`config.mk`:
```
export PLATFORM = sky130hd
export DESIGN_NAME = counter_arbiter_flat
export DESIGN_NICKNAME = d
export VERILOG_FILES = /design/src/rtl/counter_arbiter_if.sv /design/src/rtl/counter_arbiter.sv /design/src/flat_wrapper.sv
export SDC_FILE = /design/constraint.sdc
export NUM_CORES = 1
export LEC_CHECK = 0
export CAP_MARGIN = 20
export CORE_UTILIZATION = 40
export CTS_BUF_LIST = sky130_fd_sc_hd__clkbuf_2
export CTS_CLUSTER_DIAMETER = 50
export DETAILED_ROUTE_END_ITERATION = 16
export MAX_ROUTING_LAYER = met4
export PLACE_DENSITY = 0.76
export SKIP_CTS_REPAIR_TIMING = 1
export SLEW_MARGIN = 15
export SYNTH_ARGS = -nofsm -noshare
export SYNTH_HDL_FRONTEND = slang
export SYNTH_SLANG_ARGS = --single-unit
```
`constraint.sdc`:
```
create_clock -name clock -period 2 [get_ports clock]
set_input_delay 0.2 -clock clock [delete_from_list [all_inputs] [get_ports clock]]
set_output_delay 0.2 -clock clock [all_outputs]
set_load 0.01 [all_outputs]
```
`src/rtl/counter_arbiter_if.sv`:
```
// counter_arbiter_if: bundles the request/limit/count inputs and the
// grant/done/busy/counter_reset outputs of counter_arbiter.
//   slave  : arbiter side (req, limit, count in; counter_reset, grant, done, busy out)
//   master : requester/counter side (the opposite directions)
interface counter_arbiter_if #(
  parameter int Size   = 5,
  parameter int NumReq = 2
);
  logic [NumReq-1:0]      req;
  logic [NumReq*Size-1:0] limit;
  logic [Size-1:0]        count;
  logic                   counter_reset;
  logic [NumReq-1:0]      grant;
  logic [NumReq-1:0]      done;
  logic                   busy;

  modport slave (
    input  req, limit, count,
    output counter_reset, grant, done, busy
  );

  modport master (
    output req, limit, count,
    input  counter_reset, grant, done, busy
  );
endinterface

```
`src/rtl/counter_arbiter.sv`:
```
// counter_arbiter: shares one free-running counter among NumReq requesters.
// A round-robin winner is granted the counter, the counter is cleared for one
// cycle, and the winner gets a one-cycle done pulse once count equals the
// limit latched at grant time. Dropping the request while running aborts.
// Ports:
//   clock : rising-edge clock shared with the counter
//   reset : asynchronous active-low reset
//   bus   : slave modport of counter_arbiter_if
//           req/limit/count in, counter_reset/grant/done/busy out (all registered)
module counter_arbiter #(
  parameter int Size   = 5,
  parameter int NumReq = 2
) (
  input  logic               clock,
  input  logic               reset,
  counter_arbiter_if.slave   bus
);

  localparam int IdxW = (NumReq > 1) ? $clog2(NumReq) : 1;

  typedef enum logic [1:0] {
    IDLE  = 2'd0,
    CLEAR = 2'd1,
    RUN   = 2'd2,
    DONE  = 2'd3
  } state_t;

  state_t            r_state;
  logic [IdxW-1:0]   r_last;
  logic [IdxW-1:0]   r_owner;
  logic [Size-1:0]   r_limit_q;
  logic [NumReq-1:0] r_grant;
  logic [NumReq-1:0] r_done;
  logic              r_busy;
  logic              r_counter_reset;

  logic [Size-1:0]   w_limits [NumReq];
  logic              w_found;
  logic [IdxW-1:0]   w_win;
  logic [IdxW-1:0]   w_cand;

  // Modulo-NumReq increment, so non-power-of-two requester counts wrap correctly.
  function automatic logic [IdxW-1:0] next_idx(input logic [IdxW-1:0] i);
    if (i == IdxW'(NumReq - 1)) begin
      return '0;
    end else begin
      return i + IdxW'(1);
    end
  endfunction

  for (genvar g = 0; g < NumReq; g++) begin : g_limit
    assign w_limits[g] = bus.limit[g*Size +: Size];
  end

  // Round-robin pick: first set req bit scanning upward from the one after r_last.
  always_comb begin
    w_found = 1'b0;
    w_win   = '0;
    w_cand  = r_last;
    for (int k = 0; k < NumReq; k++) begin
      w_cand = next_idx(w_cand);
      if (!w_found && bus.req[w_cand]) begin
        w_found = 1'b1;
        w_win   = w_cand;
      end else begin
        w_found = w_found;
      end
    end
  end

  // Control FSM; every output is a register updated here.
  always_ff @(posedge clock or negedge reset) begin
    if (!reset) begin
      r_state         <= IDLE;
      r_last          <= IdxW'(NumReq - 1);
      r_owner         <= '0;
      r_limit_q       <= '0;
      r_grant         <= '0;
      r_done          <= '0;
      r_busy          <= 1'b0;
      r_counter_reset <= 1'b1;
    end else begin
      case (r_state)
        IDLE: begin
          r_counter_reset <= 1'b1;
          r_done          <= '0;
          if (w_found) begin
            r_owner   <= w_win;
            r_limit_q <= w_limits[w_win];
            r_grant   <= NumReq'(1) << w_win;
            r_busy    <= 1'b1;
            r_state   <= CLEAR;
          end else begin
            r_grant <= '0;
            r_busy  <= 1'b0;
          end
        end
        CLEAR: begin
          // Counter has been held at 0 through this edge; release it.
          r_counter_reset <= 1'b0;
          r_state         <= RUN;
        end
        RUN: begin
          // Abort takes priority over reaching the limit on the same edge.
          if (!bus.req[r_owner]) begin
            r_grant         <= '0;
            r_busy          <= 1'b0;
            r_counter_reset <= 1'b1;
            r_last          <= r_owner;
            r_state         <= IDLE;
          end else if (bus.count == r_limit_q) begin
            r_done          <= r_grant;
            r_grant         <= '0;
            r_counter_reset <= 1'b1;
            r_state         <= DONE;
          end else begin
            r_state <= RUN;
          end
        end
        DONE: begin
          r_done  <= '0;
          r_busy  <= 1'b0;
          r_last  <= r_owner;
          r_state <= IDLE;
        end
        default: begin
          r_state         <= IDLE;
          r_grant         <= '0;
          r_done          <= '0;
          r_busy          <= 1'b0;
          r_counter_reset <= 1'b1;
        end
      endcase
    end
  end

  assign bus.counter_reset = r_counter_reset;
  assign bus.grant         = r_grant;
  assign bus.done          = r_done;
  assign bus.busy          = r_busy;

endmodule
```
`src/flat_wrapper.sv`:
```
// flat-port wrapper written by rule: the top's interface ports become plain ports
module counter_arbiter_flat 
#(
  parameter int Size   = 5,
  parameter int NumReq = 2
)
  (clock, reset, bus_req, bus_limit, bus_count, bus_counter_reset, bus_grant, bus_done, bus_busy);
  counter_arbiter_if #(.Size(Size), .NumReq(NumReq)) bus_i ();
  input  logic clock;
  input  logic reset;
  input wire logic [$bits(bus_i.req)-1:0] bus_req;
  input wire logic [$bits(bus_i.limit)-1:0] bus_limit;
  input wire logic [$bits(bus_i.count)-1:0] bus_count;
  output wire logic [$bits(bus_i.counter_reset)-1:0] bus_counter_reset;
  output wire logic [$bits(bus_i.grant)-1:0] bus_grant;
  output wire logic [$bits(bus_i.done)-1:0] bus_done;
  output wire logic [$bits(bus_i.busy)-1:0] bus_busy;
  assign bus_i.req = bus_req;
  assign bus_i.limit = bus_limit;
  assign bus_i.count = bus_count;
  assign bus_counter_reset = bus_i.counter_reset;
  assign bus_grant = bus_i.grant;
  assign bus_done = bus_i.done;
  assign bus_busy = bus_i.busy;
  counter_arbiter #(.Size(Size), .NumReq(NumReq)) u_core (.clock(clock), .reset(reset), .bus(bus_i));
endmodule
```
After elaboration in Yosys (flattened, before gate mapping). Cells that the tools add are included.

Register bits: 15. Bits of input ports: 19. Output and inout port bits: 6. Logic and storage cells: 74.

$add $sub $neg: 2. Order comparisons: 4. Equal/unequal tests: 9. Shift operators: 1. Muxes and demuxes: 34. Bitwise logic cells: 1. Reductions and logical operators: 15.

Operator list (number): 1-bit 2-to-1 mux (18); 5-bit 2-to-1 mux (3); 2-bit 2-to-1 mux (7); 2-bit AND reduction (5); 2-bit case mux with 2 select lines (2); 2-bit case mux with 4 select lines (1); 1-bit by 2-bit less-than comparator with 1-bit output (second input constant) (3); 2-bit by 1-bit inequality test with 1-bit output (second input constant) (3); 1-bit case mux with 3 select lines (2); 2-bit nonzero test (3); 3-bit nonzero test (2); 5-bit == test (1); 2-bit == test (second input constant) (2); 3-bit inequality test (second input constant) (1); 3-bit AND reduction (1); 1-bit adder (second input constant) (2); 2-bit by 1-bit == test with 1-bit output (second input constant) (1); 2-bit greater-or-equal comparator (second input constant) (1); 2-bit logical NOT (1); 2-bit inequality test (second input constant) (1); 1-bit NOT with 2-bit output (1); 1-bit case mux with 2 select lines (1); 2-bit OR reduction (1); 1-bit by 1-bit left shift with 2-bit output (first input constant) (1); 2 further kinds (2).

Depth between registers and ports, before layout. Gate-level depths: netlist of run 1.

Depth in word-level cells: 12. Gate-level depth with buffers: 7. Depth with buffers taken out: 5.

Worst setup path before layout of run 1. OpenSTA, ideal clock, no wires.

Path type: register -> register. Start: register u_core.r_state[0]. End: register u_core.r_busy, in the netlist u_core.bus.busy. Setup time: 0.083 ns. Arrival: 1.350 ns. Data required time: 1.917 ns. Slack: 0.567 ns. Cell stages (with the launch flop): 6. Buffers on the path: 1. Cell sequence: dfrtp_1 > inv_1 > ha_1 > buf_2 > or4_1 > o21ai_0.

Cells in the longest elaborated chain, start to end: 3. Elaborated cells on any way between the ends: 7.

Ends and longest elaborated chain: from (decl) (RTL line counter_arbiter.sv:28) `state_t r_state;`; from (signal assigned) (RTL line counter_arbiter.sv:74) `r_state <= IDLE;`; from (signal assigned) (RTL line counter_arbiter.sv:92) `r_state <= CLEAR;`; from (signal assigned) (RTL line counter_arbiter.sv:101) `r_state <= RUN;`; 2-bit == test / 2-bit logical NOT (equally long branches) (RTL line counter_arbiter.sv:83) `case (r_state)`; 2-bit inequality test (no line) / 3-bit nonzero test (equally long branches); 2-bit AND reduction (no line); to (signal assigned) (RTL line counter_arbiter.sv:80) `r_busy <= 1'b0;`; to (signal assigned) (RTL line counter_arbiter.sv:91) `r_busy <= 1'b1;`; to (signal assigned) (RTL line counter_arbiter.sv:95) `r_busy <= 1'b0;`; to (decl) (RTL line counter_arbiter.sv:34) `logic r_busy;`.

Parallel ways exist; a longest one is shown, timed or not. A chain may end at the register's enable or synchronous reset.

Worst setup path after layout of run 1.
Start: register u_core.r_counter_reset, in the netlist u_core.bus.counter_reset. End: output port bus_counter_reset.

RTL lines: from (decl) (RTL line counter_arbiter.sv:35) `logic r_counter_reset;`; from (signal assigned) (RTL line counter_arbiter.sv:81) `r_counter_reset <= 1'b1;`; from (signal assigned) (RTL line counter_arbiter.sv:85) `r_counter_reset <= 1'b1;`; from (signal assigned) (RTL line counter_arbiter.sv:100) `r_counter_reset <= 1'b0;`; to (decl) (RTL line flat_wrapper.sv:14) `output wire logic [$bits(bus_i.counter_reset)-1:0] bus_counter_reset;`.

No word-level cell between the ends.

==> impl_metrics.toml, run 1 <==
[logic_synthesis]
synth_top_area_share_pct = 36.0
ys.flop_type = "dfrtp_1"
syn_area_per_cell_sq_um = 10.3
synth_top_area_cell = "dfrtp_1"
yosys.cell_count.top_type = "dfrtp_1"
ys_seq_area_share_pct = 41.8
yosys_warnings = 0
ys_seq_elements = 15
yosys-top-cells-area = "dfrtp_1, mux2i_1, ha_1"
syn_nets = 112
synth_edf_count = 0
async_flop_share_pct = 100
syn-instance-count = 88
synth.distinct_cells = 32
synthTopCellsByCount = "dfrtp_1, mux2i_1, nand2_1"
syn-cell-area_sq_um = 903

[sta]
maxSlewViolCount = 0
finalHoldViolations = 0
worst_pin_slew_ns = 0.670
period_share_pct = 78.9
grt_setup_unrepaired = "no"
fin_crit_ns = 1.58
fmax_mhz = 633
finalSetupTns_ns = 0
setup_violations = 0
finClkSkew_ns = 0.00590
slew_headroom_pct = 55.2

[finish]
drive_above_1_share_pct = 13.0
fin_util_pct = 58.7
nNetsFinal = 140
area_growth_pct = 32.7
diodes = 0
fin_cells = 142

[placement]
io_buffers = 24
post-dp-hpwl_microns = 1400
place_congestion = 0.887
dp_cells = 138

[die]
dieArea_sq_um = 2450
start_util_pct = 44.2
die_w_microns = 49.5
ios = 25
fp.dieH_microns = 49.5
core_sq_um = 2040
row_count = 16

[flow_run]
maxCapViolCount = 0

[clock_tree]
clk_latency_ns = 0.28
cts_root_buf = "clkbuf_2"
cts_tree = "done"
cts_made_buffers = 3
clk_path_buf_depth = 2
clk_pin_slew_ns = 0.15
clkSinkCount = 15
cts_htree_levels = 1

[grt]
antenna_found_initial = 0
overflow = 0
grt_max_degree = 16
grt_pass1_wl_microns = 3080
grt_pass1_vias = 742
grt.total_usage_pct = 17.0

[routing]
detail-route-antenna-nets = 0
dr.pass1.iters = 4
drt_iter0_markers = 7
drc = 0
vias_per_cell = 5.28
drt-total-wl_microns = 1750
routedWlPerCell_microns = 12.3
num_vias = 750

[power]
p_leak_uw = 0.000524
p_per_area_nw_per_um2 = 1280
max-vdd-ir-drop_mv = 0.574

[worst_setup_path]
cp.arrival_ns = 1.38
critPathLaunchType = "flop"
crit_fanout = 3
slowest_stage = "dfstp_2"
path_buf_inv = 1
crit_required_ns = 1.80
slowest_delay_ns = 0.57
path_depth = 1
endpoint_kind = "output port"
cpLargestDelayFamily = "flip-flops"
reg2reg_depth = 4
path_class = "flop to output port"
cp_cell_sequence = "clkdlybuf4s50_1"

[worst_hold_path]
hold_class = "primary input to asynchronous set/reset pin"

[outcome]
status = "completed"
[worst reg2reg max path: cells and delay by family, from the launching register on]
kind,cells,cell delay (ns)
AND/OR/NAND/NOR,1,0.52
buffers and inverters,1,0.11
adder cells (fa/ha/maj),1,0.33
AO/OA/AOI/OAI,1,0.08
flip-flops,1,0.47
[report_power, final]
part	internal [uW]	switching [uW]
clock network	53.0	97.0
registers	450	119
logic	405	413
[state kept, by name, summed over array words and instances (netlist names)]
name,count
u_core.bus.done,2
u_core.bus.grant,2
u_core.r_last,1
u_core.r_owner,1
u_core.r_state,2
u_core.r_limit_q,5
u_core.bus.busy,1
u_core.bus.counter_reset,1
[area by class of cell]
| cell class | instances | area (sq um) |
|---|---|---|
| flip-flops and latches | 15 | 378 |
| multi-input cells | 63 | 485 |
| clock buffers | 4 | 20.0 |
| fillers | 193 | 843 |
| well taps | 27 | 33.8 |
| repair buffers | 26 | 255 |
| inverters | 7 | 26.3 |
[layer usage]
| layer | wire, microns | share of wire (%) | global-route usage (%) | vias to the layer above |
|---|---|---|---|---|
| li1 | - | - | - | 365 |
| met1 | 745 | 43 | 18.1 | 347 |
| met2 | 886 | 51 | 30.4 | 31 |
| met3 | 77 | 4.4 | 2.78 | 7 |
| met4 | 38 | 2.2 | 7.62 | 0 |
| met5 | 0 | 0 | - | - |
[path summary, 6_finish.rpt]
kind,startpoint,endpoint,slack (ns)
hold reg to reg,u_core.r_limit_q[2]$_DFFE_PN0P_,u_core.r_limit_q[2]$_DFFE_PN0P_,0.52
setup / recovery,u_core.bus.counter_reset$_DFFE_PN1P_,bus_counter_reset,0.42
setup reg to reg,u_core.r_state[0]$_DFFE_PN0P_,u_core.bus.busy$_DFFE_PN0P_,0.43
min in group clock,u_core.r_limit_q[2]$_DFFE_PN0P_,u_core.r_limit_q[2]$_DFFE_PN0P_,0.52
max in group asynchronous,reset,u_core.r_limit_q[0]$_DFFE_PN0P_,1.27
hold / removal,reset,u_core.r_state[0]$_DFFE_PN0P_,0.30
[through the flow]
step                worst slack [ns]  power (uW)  instance area, sq um  hold WS [ns]
floorplan                      0.567        1120                   903       -0.0956
global placement               0.435        1370                  1180         0.485
detailed placement             0.397        1400                  1180         0.495
CTS                            0.404        1550                  1200         0.327
global route                   0.297        1670                  1200         0.342
finish                         0.421        1540                  1200         0.301
[cells by family (layout without fill, tap and decap cells)]
family	count (synthesis)	count (layout)	synth area share [%]
mux	10	10	11.8
simple gates	19	19	11.4
buf+inv	10	37	4.43
fa+ha+maj	5	5	6.93
flops	15	15	41.8
xor+xnor	5	5	4.85
compound gates	24	24	18.8
[layout by cell type, fill, tap and decap left out, types with 2 or more instances in the layout]
cell and n:
clkdlybuf4s50_1 24, dfrtp_1 13, mux2i_1 8, nand2_1 8, inv_1 7, o21ai_0 7, xor2_1 5, ha_1 5
a21oi_1 4, a31oi_1 4, clkbuf_2 4, nor2_1 3, o2bb2ai_1 2, buf_4 2, dfstp_2 2
(Power assumes the default switching activity.)
==> run 2: changes to the inputs <==
--- a/config.mk
+++ b/config.mk
@@ -11,7 +11,7 @@
 export CTS_CLUSTER_DIAMETER = 50
 export DETAILED_ROUTE_END_ITERATION = 16
 export MAX_ROUTING_LAYER = met4
-export PLACE_DENSITY = 0.76
+export PLACE_DENSITY = 0.78
 export SKIP_CTS_REPAIR_TIMING = 1
 export SLEW_MARGIN = 15
 export SYNTH_ARGS = -nofsm -noshare
==> constraint.sdc (replaced) <==
create_clock -name clock -period 1.45 [get_ports clock]
set_input_delay 0.145 -clock clock [delete_from_list [all_inputs] [get_ports clock]]
set_output_delay 0.145 -clock clock [all_outputs]
set_load 0.01 [all_outputs]
==> run 2 against run 1 <==
Global-route usage increased by 0.58 points. Power rose by 48%. Die area did not move. Via count grew 1.5%. Combinational power is 59% higher. Non-clock buffer count up 9. Sequential share of layout area shrank 1.9 points.
==> impl_metrics.toml, run 2 (synthesis results as in run 1) <==
[sta]
finClkSkew_ns = 0.00557
setup_violations = 0
slew_headroom_pct = 80.8
grt_setup_unrepaired = "yes"
worst_slack_ns = 0.0486
maxSlewViolCount = 0
fin_crit_ns = 1.40
finalHoldViolations = 0
fmax_mhz = 714
worst_pin_slew_ns = 0.287
period_share_pct = 96.6

[worst_setup_path]
cpLargestDelayFamily = "buffers and inverters"
endpoint_kind = "output port"
path_buf_inv = 1
cp.arrival_ns = 1.26
cp_cell_sequence = "clkdlybuf4s50_1"
path_class = "flop to output port"
slowest_delay_ns = 0.55
critPathLaunchType = "flop"
slowest_stage = "clkdlybuf4s50_1"
crit_required_ns = 1.31
crit_fanout = 3

[flow_run]
maxCapViolCount = 0

[grt]
grt.total_usage_pct = 17.6
grt_pass1_vias = 759
grt_pass1_wl_microns = 3120
overflow = 0
antenna_found_initial = 0
grt_max_degree = 16

[clock_tree]
clk_latency_ns = 0.29
cts_tree = "done"
cts_root_buf = "clkbuf_2"
clk_path_buf_depth = 2
cts_htree_levels = 1
clkSinkCount = 15
cts_made_buffers = 3
clk_pin_slew_ns = 0.15

[routing]
vias_per_cell = 5.04
num_vias = 761
dr.pass1.iters = 4
routedWlPerCell_microns = 12.3
drc = 0
detail-route-antenna-nets = 0
drt_iter0_markers = 15
drt-total-wl_microns = 1860

[finish]
diodes = 0
regMostFlops = "u_core.r_limit_q"
layout_common_cells = "clkdlybuf4s50_1, dfrtp_1, buf_4"
final_common_cell = "clkdlybuf4s50_1"
drive_above_1_share_pct = 23.4
area_growth_pct = 41.8
largest_register_ffs = 5
final_area_sq_um = 1280
nNetsFinal = 149

[outcome]
status = "completed"

[die]
ios = 25
core_sq_um = 2040
dieArea_sq_um = 2450
row_count = 16
start_util_pct = 44.2
die_w_microns = 49.5
fp.dieH_microns = 49.5

[placement]
io_buffers = 24
place_congestion = 0.855
post-dp-hpwl_microns = 1440
preCtsSetupSlack_ns = -0.0841
postPlaceCellArea_sq_um = 1220

[power]
power_uw = 2270
p_leak_uw = 0.000567
p_per_area_nw_per_um2 = 1780
max-vdd-ir-drop_mv = 0.975

[worst_hold_path]
hold_class = "primary input to asynchronous set/reset pin"
==> run 2: metrics by stage <==
stage / cells / util [%] / TNS (ns) / hold WS, ns
after floorplan: 88 / - / 0 / -0.151
after global placement: 143 / 59.6 / -0.149 / 0.481
after detailed placement: 143 / 59.6 / -0.480 / 0.479
after CTS: 147 / 60.5 / -0.136 / 0.149
after global routing: 151 / 62.7 / -0.0163 / 0.156
final: 151 / 62.7 / 0 / 0.157
==> run 2: cell type report <==
cell class	count	area, sq um
inverter	7	26.3
fill	179	761
clock buffer	3	15.0
timing repair buffer	35	329
sequential	15	379
multi-input combinational	63	493
clock inverter	1	5.00
tap	27	33.8
==> run 2: layer usage <==
| layer | routed length, microns | up-vias | track usage, % |
|---|---|---|---|
| li1 | - | 381 | - |
| met1 | 762 | 347 | 19.6 |
| met2 | 977 | 29 | 29.7 |
| met3 | 92 | 4 | 3.70 |
| met4 | 30 | 0 | 8.10 |
| met5 | 0 | - | - |
==> run 2: power breakdown <==
group          switching [uW]  internal, uW
logic                     620           680
clock network             139          62.4
registers                 150           624
==> run 2: worst paths after layout <==
| check | slack, ns | startpoint | depth (start not counted) | to |
|---|---|---|---|---|
| max reg2reg | 0.06 | u_core.r_state[0]$_DFFE_PN0P_ | 4 | u_core.bus.busy$_DFFE_PN0P_ |
| max | 0.05 | u_core.bus.grant[0]$_DFFE_PN0P_ | 1 | bus_grant[0] |
| min in group clock | 0.46 | bus_limit[2] | 3 | u_core.r_limit_q[2]$_DFFE_PN0P_ |
| min reg2reg | 0.52 | u_core.r_limit_q[0]$_DFFE_PN0P_ | 2 | u_core.r_limit_q[0]$_DFFE_PN0P_ |
| min | 0.16 | reset | 2 | u_core.r_state[1]$_DFFE_PN0P_ |
| max in group asynchronous | 1.04 | reset | 2 | u_core.r_last$_DFFE_PN1P_ |
==> run 3: changes to the inputs <==
--- a/config.mk
+++ b/config.mk
@@ -6,9 +6,9 @@
 export NUM_CORES = 1
 export LEC_CHECK = 0
 export CAP_MARGIN = 20
+export CORE_ASPECT_RATIO = 1.5
 export CORE_UTILIZATION = 40
 export CTS_BUF_LIST = sky130_fd_sc_hd__clkbuf_2
-export CTS_CLUSTER_DIAMETER = 50
 export DETAILED_ROUTE_END_ITERATION = 16
 export MAX_ROUTING_LAYER = met4
 export PLACE_DENSITY = 0.78
==> constraint.sdc (replaced) <==
create_clock -name clock -period 1.45 [get_ports clock]
set_input_delay 0.145 -clock clock [delete_from_list [all_inputs] [get_ports clock]]
set_output_delay 0.145 -clock clock [all_outputs]
set_load 0.05 [all_outputs]
==> run 3 against run 2 <==
Sequential power grew 6.2%. Power rose by 12%. Critical path depth up 3. Clock-buffer cell count unchanged. Critical path type is now flop to flop. Largest cell class unchanged.
==> impl_metrics.toml, run 3 (synthesis results as in run 1) <==
[outcome]
status = "completed"

[clock_tree]
cts_htree_levels = 1
clkSinkCount = 15
clk_latency_ns = 0.30
cts_made_buffers = 3
clk_path_buf_depth = 2
cts_tree = "done"
cts_root_buf = "clkbuf_2"
clk_pin_slew_ns = 0.17

[finish]
area_growth_pct = 41.6
largest_register_ffs = 5
nNetsFinal = 146
drive_above_1_share_pct = 27.3
fin_cells = 143
regMostFlops = "u_core.r_limit_q"
layout_common_cells = "clkdlybuf4s50_1, dfrtp_1, buf_4"
final_common_cell = "clkdlybuf4s50_1"
diodes = 0

[grt]
grt.total_usage_pct = 19.4
grt_pass1_wl_microns = 3160
grt_pass1_vias = 783
overflow = 0
antenna_found_initial = 0
grt_max_degree = 16

[routing]
drc = 0
dr.pass1.iters = 4
vias_per_cell = 5.69
num_vias = 814
detail-route-antenna-nets = 0
drt-total-wl_microns = 2050
routedWlPerCell_microns = 14.3
drt_iter0_markers = 22

[worst_setup_path]
cp.arrival_ns = 1.65
cp_cell_sequence = "inv_2 -> ha_2 -> or4_1 -> o21ai_0"
crit_fanout = 4
critPathLaunchType = "flop"
path_buf_inv = 1
cpLargestDelayFamily = "simple AND/OR/NAND/NOR gates"
path_class = "flop to flop"
endpoint_kind = "flop"
slowest_stage = "or4_1"
slowest_delay_ns = 0.52
crit_required_ns = 1.69

[placement]
io_buffers = 24
place_congestion = 0.769
post-dp-hpwl_microns = 1580
dp_cells = 138

[sta]
finalHoldViolations = 0
fmax_mhz = 712
worst_pin_slew_ns = 0.299
finClkSkew_ns = 0.0236
maxSlewViolCount = 0
setup_violations = 0
period_share_pct = 96.9
fin_crit_ns = 1.40
grt_setup_unrepaired = "no"
slew_headroom_pct = 80.0

[die]
row_count = 20
fp.dieH_microns = 60.2
ios = 25
start_util_pct = 43.5
core_sq_um = 2080
die_w_microns = 40.8
dieArea_sq_um = 2460

[power]
power_uw = 2550
p_per_area_nw_per_um2 = 2000
max-vdd-ir-drop_mv = 0.891
p_leak_uw = 0.000569

[worst_hold_path]
hold_class = "primary input to asynchronous set/reset pin"

[flow_run]
maxCapViolCount = 0
[run 3: cell types whose count changed in the layout (fill, tap and decap cells not counted), sizes merged]
cell,previous run,this run
buf,11,14
clkdlybuf4s50,23,18
dlymetal6s2s,1,0
[run 3: path summary, 6_finish.rpt]
check                                                start                                    to  slack (ns)  cells after the start
setup / recovery             u_core.r_state[1]$_DFFE_PN0P_           u_core.bus.busy$_DFFE_PN0P_        0.05                      4
hold / removal                                       reset           u_core.bus.busy$_DFFE_PN0P_        0.13                      2
setup reg to reg             u_core.r_state[1]$_DFFE_PN0P_           u_core.bus.busy$_DFFE_PN0P_        0.05                      4
hold reg to reg            u_core.r_limit_q[2]$_DFFE_PN0P_       u_core.r_limit_q[2]$_DFFE_PN0P_        0.52                      2
max in group asynchronous                            reset  u_core.bus.counter_reset$_DFFE_PN1P_        1.07                      2
min in group clock                            bus_limit[1]       u_core.r_limit_q[1]$_DFFE_PN0P_        0.45                      3
[run 3: power by group]
part	total (uW)	leakage, uW	switching [uW]	internal, uW
sequential	821	0.000183	197	623
combinational	1530	0.000369	821	706
clock	206	0.0000164	144	62.4
total	2550	0.000569	1160	1390
[run 3: through the flow]
step | setup slack [ns] | TNS, ns | hold WS [ns] | util [%] | area, sq um
5_1_grt | 0.00843 | 0 | 0.140 | 61.6 | 1280
3_5_place_dp | -0.105 | -0.494 | 0.482 | 59.3 | 1230
6_report | 0.0455 | 0 | 0.132 | 61.6 | 1280
4_1_cts | -0.0553 | -0.0874 | 0.128 | 60.3 | 1250
3_3_place_gp | -0.0579 | -0.180 | 0.480 | 59.3 | 1230
2_1_floorplan | 0.0170 | 0 | -0.151 | - | 903
[run 3: worst register-to-register path, cell delays in order (launching register included)]
cell	delay, ns
dfrtp_1	0.47
inv_2	0.09
ha_2	0.18
or4_1	0.52
o21ai_0	0.08
[run 3: cell type report]
class,count,area [sq um]
fill,188,798
multi-input combinational,63,503
sequential,15,379
timing repair buffer,32,323
tap,22,27.5
inverter,7,26.3
clock buffer,3,15.0
clock inverter,1,5.00
[run 3: metal layers]
layer / track usage (%) / wire (microns)
met5: - / 0
met4: 8.57 / 49
met3: 3.35 / 71
met2: 35.5 / 1170
met1: 18.1 / 761
==> variant 1 (settings of run 2) <==
Reset style: synchronous (`reset`), changed in one clocked block. Comments in the files are not updated.
--- a/src/rtl/counter_arbiter.sv
+++ b/src/rtl/counter_arbiter.sv
@@ -69,7 +69,7 @@
   end
 
   // Control FSM; every output is a register updated here.
-  always_ff @(posedge clock or negedge reset) begin
+  always_ff @(posedge clock) begin
     if (!reset) begin
       r_state         <= IDLE;
       r_last          <= IdxW'(NumReq - 1);
Formal check against the unedited RTL: differs if reset is asserted again (counterexample within 4 cycles, from zero or initial values and one cycle with reset low); with reset held inactive, the same outputs for 10 cycles.
==> variant 1 against run 2 <==
  * Largest cell class unchanged
  * Setup slack worse by 0.036 ns
  * Routed wire length is 13% higher
  * Sequential share of layout area is 7.4 points lower
  * Area after synthesis is 3.6% lower
  * Core utilization is 6.1 points higher
  * Sequential cell count stayed put
  * Cell area is 7.6% higher
Power is not compared: it rests on default switching activity, and its combinational part moved more than twofold at a synthesized area within 25%.
==> variant 1: results (changes against run 2) <==
* GR met2 Demand/Resource: 35.6% (+5.9 points)
* Wire length on met2: 1.10 mm (+12%)
- The share of final-layout standard cells stronger than drive strength 1 was 31.9% (+8.5 points).
- The maximum net fanout on the critical path was 5 (+2).
* Fin Clk Skew: 0.0115 ns (+0.00596 ns)
- Drt via density: 5.31 (+5.3%)
- The detailed-router iteration count before antenna repair was 3 (-1).
- Syn_nets: 123 (+9.8%)
- The fill cell instance count of the final layout came to 172 (-3.9%).
* Cell type of the slowest stage on the worst timing path: or4_1
- The met1 track utilization from global routing was 20.3% (+0.62 points).
- The minimum setup slack after placement is -0.271 ns (-0.187 ns).
- Number of antenna violations at the first check in global routing: 0 (unchanged)
* FFs w/ async S/R, synth: 0% (-100 points)
- The post-detailed-placement half-perimeter wirelength came to 1.51 mm (+5.1%).
- The number of global-route vias before repair came to 895 (+18%).
- Met3 wire length: 77 microns (-16%)
* Final instance count without filler cells: 165 (+9.3%)
* Ys flop type: dfxtp_1
- Cell class contributing the biggest share of worst-path delay: simple AND/OR/NAND/NOR gates
- WP data arrival: 1.66 ns (+0.40 ns)
- Met3 track demand over resource: 2.20% (-1.5 points)
* Class of the tightest hold or removal check: reg -> reg
* First-pass GRT wire length: 3.55 mm (+14%)
- Ranked by total cell area, the synthesized netlist is headed by dfxtp_1 (34%), ha_1 (7.2%), mux2i_1 (6.9%), o211a_1 (6.9%), xnor2_1 (5.0%).
- The post-route worst hold slack came to 0.486 ns (+0.329 ns).
- The starting DRC count in detailed routing is 11 (-4).
- The total global-route track usage is 19.8% (+2.2 points).
- The post-synthesis average cell area is 8.80 sq um (-14%).
- Net count of the finished layout: 163 (+9.4%)
- Routed len/inst: 12.8 microns (+3.7%)
- Longest individual stage delay on the worst path: 0.48 ns (-0.07 ns)
- Number of unique standard cell types used by synthesis: 30 (-6.3%)
- Destination of the worst register-to-register timing path: u_core.bus.counter_reset
* Proportion of synthesized chip area in sequential cells: 34.5% (-7.3 points)
- Area of placed instances: 1240 sq um (+1.9%)
* Rel. slew slack: 73.0% (-7.7 points)
- Counting instances in the post-synthesis netlist gives the leading cell types as dfxtp_1 (15), nand2_1 (10), inv_1 (9).
* Placer's final routability congestion estimate: 0.786 (-8.1%)
- The length of routed wiring on met1 came to 884 microns (+16%).
- The reg-to-reg setup timing slack is 0.01 ns (-0.05 ns).
- Pin count of the biggest net entering global routing: 18 (+2)
- The flow ran to the end, and the final reports show no timing, DRC or antenna violations.
-- variant 1: cell count changes after synthesis, moves of 4 or more --
cell and change:
nand3_1 +4, dfrtp_1 -13, a31oi_1 -4, xor2_1 -5, o21ai_0 -4, dfxtp_1 +15
o211a_1 +6, xnor2_1 +5
-- variant 1: how the worst max path moves through the flow --
stage / end / depth (start not counted) / slack (ns) / startpoint
2_1_floorplan: u_core.bus.done[0] / 5 / 0.0003 / u_core.r_state[1]
3_3_place_gp: u_core.bus.counter_reset / 5 / -0.23 / bus_count[1]
3_5_place_dp: u_core.r_owner / 5 / -0.27 / bus_req[0]
4_1_cts: u_core.r_owner / 5 / -0.21 / u_core.r_state[0]
5_1_grt: u_core.bus.counter_reset / 4 / -0.07 / u_core.r_limit_q[3]
6_report: u_core.bus.counter_reset / 4 / 0.01 / u_core.r_limit_q[1]
-- variant 1: tightest hold or removal path: cells and delay by family, from the launching register on --
family / cells / cell delay [ns]
flops: 1 / 0.34
compound gates: 2 / 0.13
-- variant 1: final cells by class --
| cell class | count | area, sq um | share of cell area (%) |
|---|---|---|---|
| inverters | 9 | 36.3 | 2.63 |
| well taps | 27 | 33.8 | 2.45 |
| repair buffers | 38 | 353 | 25.6 |
| clock buffers | 4 | 20.0 | 1.45 |
| flip-flops and latches | 15 | 307 | 22.2 |
| multi-input cells | 72 | 629 | 45.6 |
-- variant 1: kinds of logic after synthesis --
group | Yosys count | synth area share (%)
buffers and inverters | 12 | 5.17
and+or+nand+nor | 31 | 17.5
DFF | 15 | 34.5
AOI/OAI and AO/OA | 25 | 23.7
xor gates and xnor gates | 5 | 5.03
muxes | 6 | 6.90
adders and majority gates | 5 | 7.18
==> variant 2 (flow settings as in run 2) <==
Made on the original files. `NumReq` is set to 2 in 3 places; all go to 1.
--- a/src/rtl/counter_arbiter_if.sv
+++ b/src/rtl/counter_arbiter_if.sv
@@ -4,7 +4,7 @@
 //   master : requester/counter side (the opposite directions)
 interface counter_arbiter_if #(
   parameter int Size   = 5,
-  parameter int NumReq = 2
+  parameter int NumReq = 1
 );
   logic [NumReq-1:0]      req;
   logic [NumReq*Size-1:0] limit;
--- a/src/rtl/counter_arbiter.sv
+++ b/src/rtl/counter_arbiter.sv
@@ -9,7 +9,7 @@
 //           req/limit/count in, counter_reset/grant/done/busy out (all registered)
 module counter_arbiter #(
   parameter int Size   = 5,
-  parameter int NumReq = 2
+  parameter int NumReq = 1
 ) (
   input  logic               clock,
   input  logic               reset,
--- a/src/flat_wrapper.sv
+++ b/src/flat_wrapper.sv
@@ -2,7 +2,7 @@
 module counter_arbiter_flat 
 #(
   parameter int Size   = 5,
-  parameter int NumReq = 2
+  parameter int NumReq = 1
 )
   (clock, reset, bus_req, bus_limit, bus_count, bus_counter_reset, bus_grant, bus_done, bus_busy);
   counter_arbiter_if #(.Size(Size), .NumReq(NumReq)) bus_i ();
Ports: changed (resized bus_done, bus_grant, bus_limit and bus_req); port bits go from 25 to 17. No check against the original RTL was run, so the function may have changed too.
==> variant 2 against run 2 <==
  * The flow now finishes with violations (negative setup slack)
  * Non-clock buffer count fell by 10
  * Setup slack got worse by 0.12 ns
  * Routed wire length fell by 29%
  * Via count fell by 28%
  * Sequential cell count fell by 4
  * Area after synthesis fell by 30%
  * Cell area fell by 29%
  * Total power fell by 24%
  * Critical path type is now reg -> reg
  * Largest cell class unchanged
==> variant 2: results (changes against run 2) <==
- Status: finished, violations left
- Violations in the final reports: negative setup slack
- Destination of the worst register-to-register timing path: u_core.bus.done
- The actual transition at the worst max-transition pin was 0.498 ns (+0.211 ns).
- Final setup violating endpoints: 1 (+1)
- Number of unique standard cell types used by synthesis: 26 (-19%)
- Fin Clk Skew: 0.00285 ns (-0.00273 ns)
- Leakage power figure: 0.390 nW (-31%)
- Maximum vdd ir drop: 1.37 mV (+41%)
* Final instance count without filler cells: 102 (-32%)
- Number of global-route vias before repair: 550 (-28%)
- Syn avg cell area: 10.7 sq um (+4.1%)
- The startpoint identified for the worst register-to-register timing path is u_core.r_state[1].
- The switching power share of the total is 36.2% (-3.7 points).
- By area the synthesized netlist is led by dfrtp_1 (40%), mux2_2 (8.9%), xnor2_1 (8.3%), ha_1 (7.9%), dfstp_2 (4.2%).
- Placer's final routability congestion estimate: 0.791 (-7.5%)
- Layout-stage area growth over the synthesis result: 44.4%
* Syn_nets: 76 (-32%)
- The clock-pin transition on the worst setup and hold timing paths is 0.11 ns (-0.04 ns).
* Total track usage: 17.1% (-0.46 points)
- The clock latency on the worst-skew pair is 0.26 ns (-0.03 ns).
- WP data arrival: 1.70 ns (+0.44 ns)
- Area of placed instances: 853 sq um (-30%)
* Worst Slack Setup Final: -0.0701 ns (-0.119 ns)
- The pin count of the biggest net entering global routing is 12 (-4).
- The fraction of the yosys area taken by sequential cells was 43.8% (+2.0 points).
- First-pass GRT wire length: 2.19 mm (-30%)
- The fill cell instance count of the final layout is 108 (-40%).
- The starting DRC count in detailed routing came to 7 (-8).
- The maximum net fanout on the critical path is 4 (+1).
* Placed cell count: 95 (-34%)
- The depth of the worst register-to-register path was 5 (+1).
- Net count of the finished layout: 105 (-30%)
- Number of buffer cells added on primary ports: 16 (-33%)
- Ratio of cells with drive above 1 in the final layout: 29.9% (+6.5 points)
- The average via count per standard cell was 5.40 (+7.2%).
- Most frequent cells after synthesis: dfrtp_1 (10), nand2_1 (7), xnor2_1 (6)
variant 2: cell types whose count changed after synthesis, sizes merged, moves of 4 or more:
cell | before | now
nor2 | 4 | 0
xnor2 | 0 | 6
inv | 7 | 2
mux2i | 8 | 0
a31oi | 4 | 0
o21ai | 8 | 3
xor2 | 5 | 0
variant 2: power groups by stage:
stage / clock [mW] / sequential [mW] / combinational, mW
after detailed placement: 0 / 0.582 / 0.866
after floorplan: 0 / 0.583 / 0.540
final: 0.180 / 0.577 / 0.966
after CTS: 0.187 / 0.573 / 0.878
after global placement: 0 / 0.573 / 0.843
after global routing: 0.208 / 0.596 / 1.05
variant 2: routing by layer:
metal / GRT usage [%] / routed length, microns / vias to the layer above / part of all wire (%)
li1: - / - / 268 / -
met1: 18.9 / 550 / 257 / 42
met2: 26.9 / 688 / 26 / 52
met3: 4.35 / 76 / 0 / 5.8
met4: 11.6 / 0 / 0 / 0
met5: - / 0 / - / 0
variant 2: worst max-delay path, stage by stage (launching register included):
cell and delay [ns]:
dfrtp_1 0.41, inv_2 0.07, ha_2 0.19, nand2b_1 0.16, or4_1 0.50, o211ai_1 0.11
variant 2: worst max path at each step:
stage / startpoint / depth (start not counted) / end / slack [ns]
2_1_floorplan: u_core.r_state[1] / 5 / u_core.bus.done / 0.02
6_report: u_core.r_state[1] / 5 / u_core.bus.done / -0.07
5_1_grt: u_core.r_state[1] / 5 / u_core.bus.done / -0.09
3_3_place_gp: bus_count[1] / 5 / u_core.bus.done / -0.12
3_5_place_dp: bus_count[3] / 5 / u_core.bus.done / -0.16
4_1_cts: u_core.r_state[1] / 5 / u_core.bus.done / -0.1
variant 2: cell type report:
| type | count | share of cell area, % |
|---|---|---|
| Timing Repair Buffer | 25 | 25.3 |
| Clock buffer | 4 | 2.20 |
| Inverter | 2 | 0.824 |
| Tap cell | 15 | 2.06 |
| Sequential cell | 11 | 30.4 |
| Multi-Input combinational cell | 45 | 39.3 |
variant 2: cells by family (layout without fill, tap and decap cells):
family | Yosys count | in the layout | synth area share (%)
fa+ha+maj | 4 | 4 | 7.94
flops | 11 | 11 | 43.8
xor+xnor | 6 | 6 | 8.33
compound gates | 10 | 10 | 11.1
buf+inv | 3 | 31 | 1.79
mux | 5 | 5 | 8.93
simple gates | 20 | 20 | 18.1
variant 2: through the flow:
stage / total power, mW / hold slack, ns / setup TNS [ns]
2_1_floorplan: 1.12 / -0.151 / 0
3_3_place_gp: 1.42 / 0.514 / -0.179
3_5_place_dp: 1.45 / 0.509 / -0.295
4_1_cts: 1.64 / 0.206 / -0.167
5_1_grt: 1.85 / 0.215 / -0.0879
6_report: 1.72 / 0.205 / -0.0701
